<file path="config.mk">
export PLATFORM = sky130hd
export DESIGN_NAME = mem_bus_arbiter_flat
export DESIGN_NICKNAME = d
export VERILOG_FILES = /design/src/rtl/mem_bus_arbiter_if.sv /design/src/rtl/mem_bus_arbiter.sv /design/src/flat_wrapper.sv
export SDC_FILE = /design/constraint.sdc
export NUM_CORES = 1
export LEC_CHECK = 0
export BUFFER_PORTS_ARGS = -buffer_cell sky130_fd_sc_hd__clkbuf_2
export CORE_UTILIZATION = 40
export DETAILED_ROUTE_END_ITERATION = 16
export PLACE_DENSITY = 0.72
export SLEW_MARGIN = 40
export SYNTH_ARGS = -nofsm -noshare
export SYNTH_HDL_FRONTEND = slang
export SYNTH_SLANG_ARGS = --single-unit
</file>
<file path="constraint.sdc">
create_clock -name clock -period 1.55 [get_ports clock]
set_input_delay 0.0775 -clock clock [delete_from_list [all_inputs] [get_ports clock]]
set_output_delay 0.0775 -clock clock [all_outputs]
set_load 0.005 [all_outputs]
</file>
<file path="src/rtl/mem_bus_arbiter_if.sv">
// Requester and memory signals of the shared 16-bit bus arbiter.
// master = arbiter side, slave = requesters plus memory.
interface mem_bus_arbiter_if;
   logic        req0;
   logic        req1;
   logic        we0;
   logic        we1;
   logic [15:0] addr0;
   logic [15:0] addr1;
   logic [15:0] wdata0;
   logic [15:0] wdata1;
   logic        gnt0;
   logic        gnt1;
   logic        done0;
   logic        done1;
   logic        err;
   logic [15:0] rdata;
   logic        busy;
   logic [15:0] memAddr;
   logic [15:0] memDataOut;
   logic [15:0] memDataIn;
   logic        read;
   logic        write;
   logic        MFC;

   modport master (
      input  req0, req1, we0, we1,
      input  addr0, addr1, wdata0, wdata1,
      input  memDataIn, MFC,
      output gnt0, gnt1, done0, done1, err,
      output rdata, busy,
      output memAddr, memDataOut, read, write
   );

   modport slave (
      output req0, req1, we0, we1,
      output addr0, addr1, wdata0, wdata1,
      output memDataIn, MFC,
      input  gnt0, gnt1, done0, done1, err,
      input  rdata, busy,
      input  memAddr, memDataOut, read, write
   );
endinterface

</file>
<file path="src/rtl/mem_bus_arbiter.sv">
// Round-robin two-port arbiter and sequencer for the shared memory bus.
// Every output comes straight from a flop; MFC or timeout ends a transaction.
module mem_bus_arbiter #(
   parameter int TIMEOUT_CYCLES = 15
) (
   input logic             clock,
   input logic             reset,
   mem_bus_arbiter_if.master bus
);

   typedef enum logic [1:0] {
      IDLE,
      BUSY,
      DONE
   } state_t;

   typedef struct packed {
      logic        gnt0;
      logic        gnt1;
      logic        done0;
      logic        done1;
      logic        err;
      logic        busy;
      logic        read;
      logic        write;
      logic [15:0] mem_addr;
      logic [15:0] mem_data_out;
      logic [15:0] rdata;
   } out_t;

   localparam logic [3:0] CNT_MAX = 4'(TIMEOUT_CYCLES - 1);

   state_t     state, state_nx;
   out_t       o_q, o_nx;
   logic [3:0] cnt, cnt_nx;
   logic       last_gnt, last_gnt_nx;
   logic       port, port_nx;
   logic       pick;

   // State, owner, timeout counter and registered outputs.
   always_ff @(posedge clock) begin
      if (reset) begin
         state    <= IDLE;
         o_q      <= '0;
         cnt      <= '0;
         last_gnt <= 1'b1;
         port     <= 1'b0;
      end else begin
         state    <= state_nx;
         o_q      <= o_nx;
         cnt      <= cnt_nx;
         last_gnt <= last_gnt_nx;
         port     <= port_nx;
      end
   end

   // Arbitration, transaction sequencing and next output values.
   always_comb begin
      state_nx    = state;
      o_nx        = o_q;
      cnt_nx      = cnt;
      last_gnt_nx = last_gnt;
      port_nx     = port;
      pick        = 1'b0;
      unique case (state)
         IDLE: begin
            if (bus.req0 | bus.req1) begin
               // On a tie the port not served last wins.
               pick = (bus.req0 & bus.req1) ? ~last_gnt : bus.req1;
               port_nx           = pick;
               last_gnt_nx       = pick;
               cnt_nx            = '0;
               o_nx.mem_addr     = pick ? bus.addr1 : bus.addr0;
               o_nx.mem_data_out = pick ? bus.wdata1 : bus.wdata0;
               o_nx.write        = pick ? bus.we1 : bus.we0;
               o_nx.read         = ~(pick ? bus.we1 : bus.we0);
               o_nx.gnt0         = ~pick;
               o_nx.gnt1         = pick;
               o_nx.busy         = 1'b1;
               state_nx          = BUSY;
            end
         end
         BUSY: begin
            if (bus.MFC || cnt == CNT_MAX) begin
               // MFC beats a coincident timeout.
               if (bus.MFC && o_q.read) o_nx.rdata = bus.memDataIn;
               o_nx.err   = ~bus.MFC;
               o_nx.read  = 1'b0;
               o_nx.write = 1'b0;
               o_nx.gnt0  = 1'b0;
               o_nx.gnt1  = 1'b0;
               o_nx.done0 = ~port;
               o_nx.done1 = port;
               state_nx   = DONE;
            end else begin
               cnt_nx = cnt + 4'd1;
            end
         end
         DONE: begin
            o_nx.done0 = 1'b0;
            o_nx.done1 = 1'b0;
            o_nx.err   = 1'b0;
            o_nx.busy  = 1'b0;
            state_nx   = IDLE;
         end
         default: state_nx = IDLE;
      endcase
   end

   assign bus.gnt0       = o_q.gnt0;
   assign bus.gnt1       = o_q.gnt1;
   assign bus.done0      = o_q.done0;
   assign bus.done1      = o_q.done1;
   assign bus.err        = o_q.err;
   assign bus.busy       = o_q.busy;
   assign bus.read       = o_q.read;
   assign bus.write      = o_q.write;
   assign bus.memAddr    = o_q.mem_addr;
   assign bus.memDataOut = o_q.mem_data_out;
   assign bus.rdata      = o_q.rdata;

endmodule

</file>
<file path="src/flat_wrapper.sv">
// flat-port wrapper written by rule: the top's interface ports become plain ports
module mem_bus_arbiter_flat 
#(
   parameter int TIMEOUT_CYCLES = 15
)
  (clock, reset, bus_req0, bus_req1, bus_we0, bus_we1, bus_addr0, bus_addr1, bus_wdata0, bus_wdata1, bus_memDataIn, bus_MFC, bus_gnt0, bus_gnt1, bus_done0, bus_done1, bus_err, bus_rdata, bus_busy, bus_memAddr, bus_memDataOut, bus_read, bus_write);
  mem_bus_arbiter_if bus_i ();
  input logic clock;
  input logic reset;
  input wire logic [$bits(bus_i.req0)-1:0] bus_req0;
  input wire logic [$bits(bus_i.req1)-1:0] bus_req1;
  input wire logic [$bits(bus_i.we0)-1:0] bus_we0;
  input wire logic [$bits(bus_i.we1)-1:0] bus_we1;
  input wire logic [$bits(bus_i.addr0)-1:0] bus_addr0;
  input wire logic [$bits(bus_i.addr1)-1:0] bus_addr1;
  input wire logic [$bits(bus_i.wdata0)-1:0] bus_wdata0;
  input wire logic [$bits(bus_i.wdata1)-1:0] bus_wdata1;
  input wire logic [$bits(bus_i.memDataIn)-1:0] bus_memDataIn;
  input wire logic [$bits(bus_i.MFC)-1:0] bus_MFC;
  output wire logic [$bits(bus_i.gnt0)-1:0] bus_gnt0;
  output wire logic [$bits(bus_i.gnt1)-1:0] bus_gnt1;
  output wire logic [$bits(bus_i.done0)-1:0] bus_done0;
  output wire logic [$bits(bus_i.done1)-1:0] bus_done1;
  output wire logic [$bits(bus_i.err)-1:0] bus_err;
  output wire logic [$bits(bus_i.rdata)-1:0] bus_rdata;
  output wire logic [$bits(bus_i.busy)-1:0] bus_busy;
  output wire logic [$bits(bus_i.memAddr)-1:0] bus_memAddr;
  output wire logic [$bits(bus_i.memDataOut)-1:0] bus_memDataOut;
  output wire logic [$bits(bus_i.read)-1:0] bus_read;
  output wire logic [$bits(bus_i.write)-1:0] bus_write;
  assign bus_i.req0 = bus_req0;
  assign bus_i.req1 = bus_req1;
  assign bus_i.we0 = bus_we0;
  assign bus_i.we1 = bus_we1;
  assign bus_i.addr0 = bus_addr0;
  assign bus_i.addr1 = bus_addr1;
  assign bus_i.wdata0 = bus_wdata0;
  assign bus_i.wdata1 = bus_wdata1;
  assign bus_i.memDataIn = bus_memDataIn;
  assign bus_i.MFC = bus_MFC;
  assign bus_gnt0 = bus_i.gnt0;
  assign bus_gnt1 = bus_i.gnt1;
  assign bus_done0 = bus_i.done0;
  assign bus_done1 = bus_i.done1;
  assign bus_err = bus_i.err;
  assign bus_rdata = bus_i.rdata;
  assign bus_busy = bus_i.busy;
  assign bus_memAddr = bus_i.memAddr;
  assign bus_memDataOut = bus_i.memDataOut;
  assign bus_read = bus_i.read;
  assign bus_write = bus_i.write;
  mem_bus_arbiter #(.TIMEOUT_CYCLES(TIMEOUT_CYCLES)) u_core (.clock(clock), .reset(reset), .bus(bus_i));
endmodule
</file>
=== Yosys cells after proc, flatten, opt, wreduce, memory -nomap -nowiden ===
Cells that the tools add are included.
W data, S select, Z words.

* RAM bits: 0
* Flip-flop bits (word level): 64
* Bits of input ports: 87
* ROM bits: 0
* Memories kept: 0
* Latch bits: 0
* Output and inout bits: 56

* Div/mod/pow operators: 0
* Order comparisons: 0
* Shifts and indexed selects: 0
* Multiplexer cells: 18
* $mul: 0
* Equal/unequal tests: 6
* Bitwise operators: 7
* Reductions and logical operators: 13
* $add $sub $neg: 1

{| class="wikitable"
|+ Operators with widths
! operator !! count
|-
| $mux W35 || 1
|-
| $mux W16 || 2
|-
| $pmux W2 S2 || 3
|-
| $reduce_and A3 Y1 || 3
|-
| $mux W2 || 4
|-
| $mux W4 || 2
|-
| $pmux W4 S2 || 1
|-
| $reduce_and A2 Y1 || 4
|-
| $pmux W3 S2 || 1
|-
| $reduce_bool A2 Y1 || 3
|-
| $mux W5 || 1
|-
| $not A1 Y1 || 5
|-
| $add A4 B1 Y4 const B || 1
|-
| $eq A4 B4 Y1 const B || 1
|-
| $ne A2 B1 Y1 const B || 2
|-
| $eq A2 B1 Y1 const B || 1
|-
| $eq A2 B2 Y1 const B || 1
|-
| $logic_not A2 Y1 || 1
|-
| $mux W1 || 2
|-
| $ne A2 B2 Y1 const B || 1
|-
| $pmux W1 S2 || 1
|-
| $and A1 B1 Y1 || 1
|-
| $logic_and A1 B1 Y1 || 1
|-
| $logic_or A1 B1 Y1 || 1
|-
| $or A1 B1 Y1 || 1
|}

=== Longest topological paths before layout ===
* Depth after elaboration: 6
* Gate-level depth with buffers: 7

=== Worst setup path before layout ===
No wires, ideal clock.

* Path type: reg-to-reg
* From: reg u_core.cnt[0]
* To: reg u_core.o_q, in the netlist u_core.bus.done0
* Data required time: 1.434 ns
* Arrival: 1.344 ns
* Path slack: 0.089 ns
* Setup time: 0.116 ns
* Stages on the path, launching flop included: 8
* Cell sequence: dfxtp_1 > inv_1 > ha_1 > a31oi_2 > nand2b_1 > buf_4 > nor3_1 > a41o_1

* Cells in the longest elaborated chain, start to end: 4

{| class="wikitable"
|+ Ends and longest elaborated chain
! item !! line !! source
|-
| start, declared || mem_bus_arbiter.sv:35 || <nowiki>logic [3:0] cnt, cnt_nx;</nowiki>
|-
| start signal, assigned || mem_bus_arbiter.sv:51 || <nowiki>cnt <= cnt_nx;</nowiki>
|-
| $eq A4 B4 Y1 || mem_bus_arbiter.sv:84 || <nowiki>if (bus.MFC || cnt == CNT_MAX) begin</nowiki>
|-
| $logic_or A1 B1 Y1 || mem_bus_arbiter.sv:84 ||
|-
| $ne A2 B1 Y1 (no line) || n/a ||
|-
| $reduce_and A2 Y1 (no line) || n/a ||
|-
| end signal, assigned || mem_bus_arbiter.sv:50 || <nowiki>o_q <= o_nx;</nowiki>
|-
| end, declared || mem_bus_arbiter.sv:34 || <nowiki>out_t o_q, o_nx;</nowiki>
|}

No other way between the ends.
A chain may end at the register's enable or synchronous reset.

=== Worst setup path in the final report ===
* From: reg u_core.state[0]
* To: reg u_core.cnt[0]

* Cells in the longest elaborated chain, start to end: 3
* Elaborated cells on any way between the ends: 7
* Those cells by class: 3 x eq/ne; 1 x mux; 3 x reduce/logical

{| class="wikitable"
|+ Ends and longest elaborated chain
! item !! line !! source
|-
| start, declared || mem_bus_arbiter.sv:33 || <nowiki>state_t state, state_nx;</nowiki>
|-
| start signal, assigned || mem_bus_arbiter.sv:49 || <nowiki>state <= state_nx;</nowiki>
|-
| $eq A2 B1 Y1 or $logic_not A2 Y1 (tied branches) || mem_bus_arbiter.sv:65 || <nowiki>unique case (state)</nowiki>
|-
| $ne A2 B2 Y1 (no line) (tied with other cells) || n/a ||
|-
| $reduce_and A3 Y1 (no line) || n/a ||
|}

Several ways; a longest one is shown, not always the timed one.

==> results.py <==
metrics = {
    "setup_path": {
        "gate_family_responsible_for_the_most_delay_along_the_worst_path": "simple AND/OR/NAND/NOR gates",
        "reg2reg_from": "u_core.state[0]",
        "worstRegToRegCells": 5,
        "timing.critical_path.arrival_ns": 1.70,
        "cp-start-kind": "flip-flop",
        "critical-path-slowest-cell": "dfxtp_1",
        "timing.critical_path.slowest_cell_delay_ns": 0.39,
        "timing.critical_path.depth": 5,
        "ff2ff_setup_slack_ns": 0.08,
        "kind_of_capture_point_of_the_worst_setup_path": "flip-flop",
        "crit_required_ns": 1.78,
        "ws_path_type": "flip-flop to flip-flop",
        "worst_path_buf_inv": 1,
        "timing.rr.end": "u_core.cnt[0]",
        "crit_chain": "nor2b_2, buf_4, nand2_1, and3_1, o21a_1",
        "worstPathMaxFanout": 5,
    },
    "outcome": {
        "result_of_the_run": "completed",
    },
    "grt": {
        "grt_start_max_net_pins": 33,
        "grt_remaining_overflow": 0,
        "antenna_found_initial": 0,
        "grt_first_pass_wirelength_microns": 10460,
        "global_route.usage.total_pct": 18.61,
        "via_count_of_the_first_global_routing_pass": 2281,
    },
    "timing": {
        "finalCriticalPeriod_ns": 1.473,
        "worst-slew-pin-transition_ns": 0.5291,
        "holdWs_ns": 0.006956,
        "hold_viol_final": 0,
        "max_freq_ghz": 0.6790,
        "setup-violations-final": 0,
        "report.final.slew_viol_count": 0,
        "finalCritPeriodShare_pct": 95.01,
        "finClkSkew_ns": 0.009513,
        "worst_slew_margin_relative_to_its_limit_pct": 64.57,
    },
    "synthesis": {
        "sequential_to_total_area_share_from_yosys_stat_pct": 48.39,
        "avgSynthCellArea_sq_um": 10.51,
        "synthFlopType": "dfxtp_1",
        "synthesis.nets": 341,
        "number_of_distinct_library_cells_after_synthesis": 41,
        "ys.warnings.count": 0,
        "number_of_standard_cells_after_synthesis": 252,
        "yosys_register_bits": 64,
        "synthArstFlopShare_pct": 0,
        "post_synthesis_instance_area_sq_mm": 0.002648,
        "number_of_synthesized_flops_with_an_enable_pin": 0,
    },
    "flow_run": {
        "max_cap_viol_count": 0,
    },
    "placement": {
        "number_of_buffers_inserted_by_port_buffering": 142,
        "placement.cell_area_sq_mm": 0.003443,
        "dp_hpwl_microns": 4654,
        "place_inst": 463,
        "gp_routability_congestion": 0.7537,
    },
    "route": {
        "drt_iter0_drc": 62,
        "detailroute.via_count": 2461,
        "detailed_route_wl_microns": 6449,
        "ant_nets": 0,
        "avgRoutedWirePerCell_microns": 13.03,
        "drcViolationCount": 0,
        "detailed_route_vias_per_instance": 4.972,
        "drt_pre_antenna_iters": 4,
    },
    "clocking": {
        "cts_buffer_depth": 2,
        "clock_buffer_count_from_cts": 9,
        "clkLatencyLatePin_ns": 0.33,
        "clock_sinks": 64,
        "clk_pin_slew_worst_paths_ns": 0.07,
        "h-tree-depth": 3,
        "tritoncts": "yes",
        "postCtsSetupRepairBufs": 0,
        "cts_root_buffer": "clkbuf_8",
    },
    "worst_hold_path": {
        "holdPathStages": 3,
        "path_category_of_the_worst_min_delay_check": "input pin to flip-flop",
        "worstHoldStart": "bus_wdata1[1]",
        "worst_hold_path.endpoint": "u_core.bus.memDataOut[1]",
    },
    "floorplanning": {
        "num_rows": 29,
        "fp.coreArea_sq_mm": 0.006386,
        "floorplan.die_area_sq_mm": 0.006948,
        "dieHeight_microns": 83.36,
        "start_util_pct": 41.46,
        "die_w_microns": 83.36,
        "io_pins": 143,
    },
    "pwr": {
        "worst_ir_drop_vdd_v": 0.0007092,
        "share_comb_of_total_power_pct": 14.5,
        "powerDensity_mw_per_mm2": 1120,
        "switching_share_pct": 22.67,
        "seq_power_share_pct": 41.9,
        "static-leakage-power_nw": 1.899,
        "power.switching_w": 0.0009878,
        "clkPwrFrac_pct": 43.6,
        "p_int_w": 0.003369,
    },
    "finish": {
        "stdcell_area_sq_mm": 0.003890,
        "layout-drive-gt1-share_pct": 47.13,
        "final_net_count": 502,
        "final_cell_count_no_fill": 495,
        "antenna-diode-count": 0,
        "area.growth.synth_to_final_pct": 46.93,
    },
}
[routing by layer]
layer,part of all wire (%),GRT usage [%]
met2,51,32.64
met3,4.1,3.579
met1,42,21.20
met5,0,0
met4,3.1,10.19
[kinds of logic (layout without fill, tap and decap cells)]
family	count (synthesis)	after routing	share of synthesized area [%]
AND/OR/NAND/NOR	64	64	12.24
multiplexers	32	32	12.10
XOR/XNOR	2	2	0.6617
adder cells (fa/ha/maj)	2	2	0.9450
buffers and inverters	22	188	5.245
flip-flops	64	64	48.39
AO/OA/AOI/OAI	66	66	20.42
[flip-flops by register name (all words and copies together) (netlist names)]
| signal | cells |
|---|---|
| u_core.bus.gnt1 | 1 |
| u_core.bus.gnt0 | 1 |
| u_core.bus.read | 1 |
| u_core.bus.done0 | 1 |
| u_core.port | 1 |
| u_core.bus.done1 | 1 |
| u_core.bus.busy | 1 |
| u_core.bus.err | 1 |
| u_core.bus.rdata | 16 |
| u_core.bus.write | 1 |
| u_core.bus.memDataOut | 16 |
| u_core.last_gnt | 1 |
| u_core.state | 2 |
| u_core.cnt | 4 |
| u_core.bus.memAddr | 16 |
[power by group through the flow]
| stage | clock network, W | registers [W] | logic, W |
|---|---|---|---|
| 2_1_floorplan | 0 | 0.00187 | 0.000300 |
| 3_3_place_gp | 0 | 0.00186 | 0.000587 |
| 3_5_place_dp | 0 | 0.00186 | 0.000600 |
| 5_1_grt | 0.00201 | 0.00184 | 0.000699 |
| 4_1_cts | 0.00194 | 0.00182 | 0.000634 |
| 6_report | 0.00190 | 0.00182 | 0.000633 |
[stage by stage]
| step | utilization [%] | TNS [ns] | total power (W) | worst slack, ns |
|---|---|---|---|---|
| 3_5_place_dp | 53.92 | -0.1107 | 0.002460 | -0.03864 |
| 4_1_cts | 60.66 | 0 | 0.004395 | 0.01103 |
| 3_3_place_gp | 53.92 | 0 | 0.002445 | 0.01909 |
| 5_1_grt | 60.91 | -0.1344 | 0.004549 | -0.03231 |
| 6_report | 60.91 | 0 | 0.004357 | 0.07730 |
| 2_1_floorplan | - | 0 | 0.002168 | 0.08945 |
[worst register-to-register path: stages (launching register included)]
cell	delay [ns]
dfxtp_1	0.39
nor2b_2	0.34
buf_4	0.19
nand2_1	0.09
and3_1	0.18
o21a_1	0.17
[what timing repair did]
| action | in CTS | in global routing |
|---|---|---|
| setup endpoints to repair | 5 | 24 |
| endpoints found under the hold margin | 16 | 0 |
| pin swaps | 0 | 1 |
| gates resized for setup | 1 | 3 |
| hold buffers | 16 | 0 |
[cells in the final DEF, fill, tap and decap left out, drive strengths merged, types with 4 or more instances in the layout]
cell,Yosys,routed
nand2,38,38
dfxtp,64,64
inv,4,4
nor2,4,4
o2bb2ai,32,32
and2,4,4
nand3,5,5
dlygate4sd3,0,16
clkbuf,4,152
buf,14,10
bufinv,0,4
a21oi,20,20
mux2i,32,32
[worst max-delay path by stage]
stage	slack, ns	to	startpoint
after floorplan	0.09	u_core.bus.done0	u_core.cnt[0]
after global placement	0.02	u_core.bus.done0	u_core.cnt[0]
after detailed placement	-0.04	u_core.bus.done0	u_core.cnt[0]
after CTS	0.01	u_core.bus.done0	u_core.cnt[0]
after global routing	-0.03	u_core.cnt[0]	u_core.state[0]
final	0.08	u_core.cnt[0]	u_core.state[0]
[layout make-up]
type,instances,area [sq um]
Fill cell,558,2496
Multi-Input combinational cell,166,1246
Sequential cell,64,1281
Clock inverter,6,130.1
Inverter,4,15.01
Tap cell,77,96.34
Clock buffer,10,137.6
Timing Repair Buffer,168,983.4
[cell usage after synthesis (all sizes together), types with 3 or more instances]
cell	instances	area (sq um)
and2	4	25.02
mux2i	32	320.3
clkbuf	4	15.01
inv	4	15.01
buf	14	108.9
dfxtp	64	1281
and3	3	18.77
a21oi	20	137.6
o2bb2ai	32	280.3
nand3	5	30.03
nor2	4	17.52
nand2	38	170.2
(Power assumes the default switching activity.)
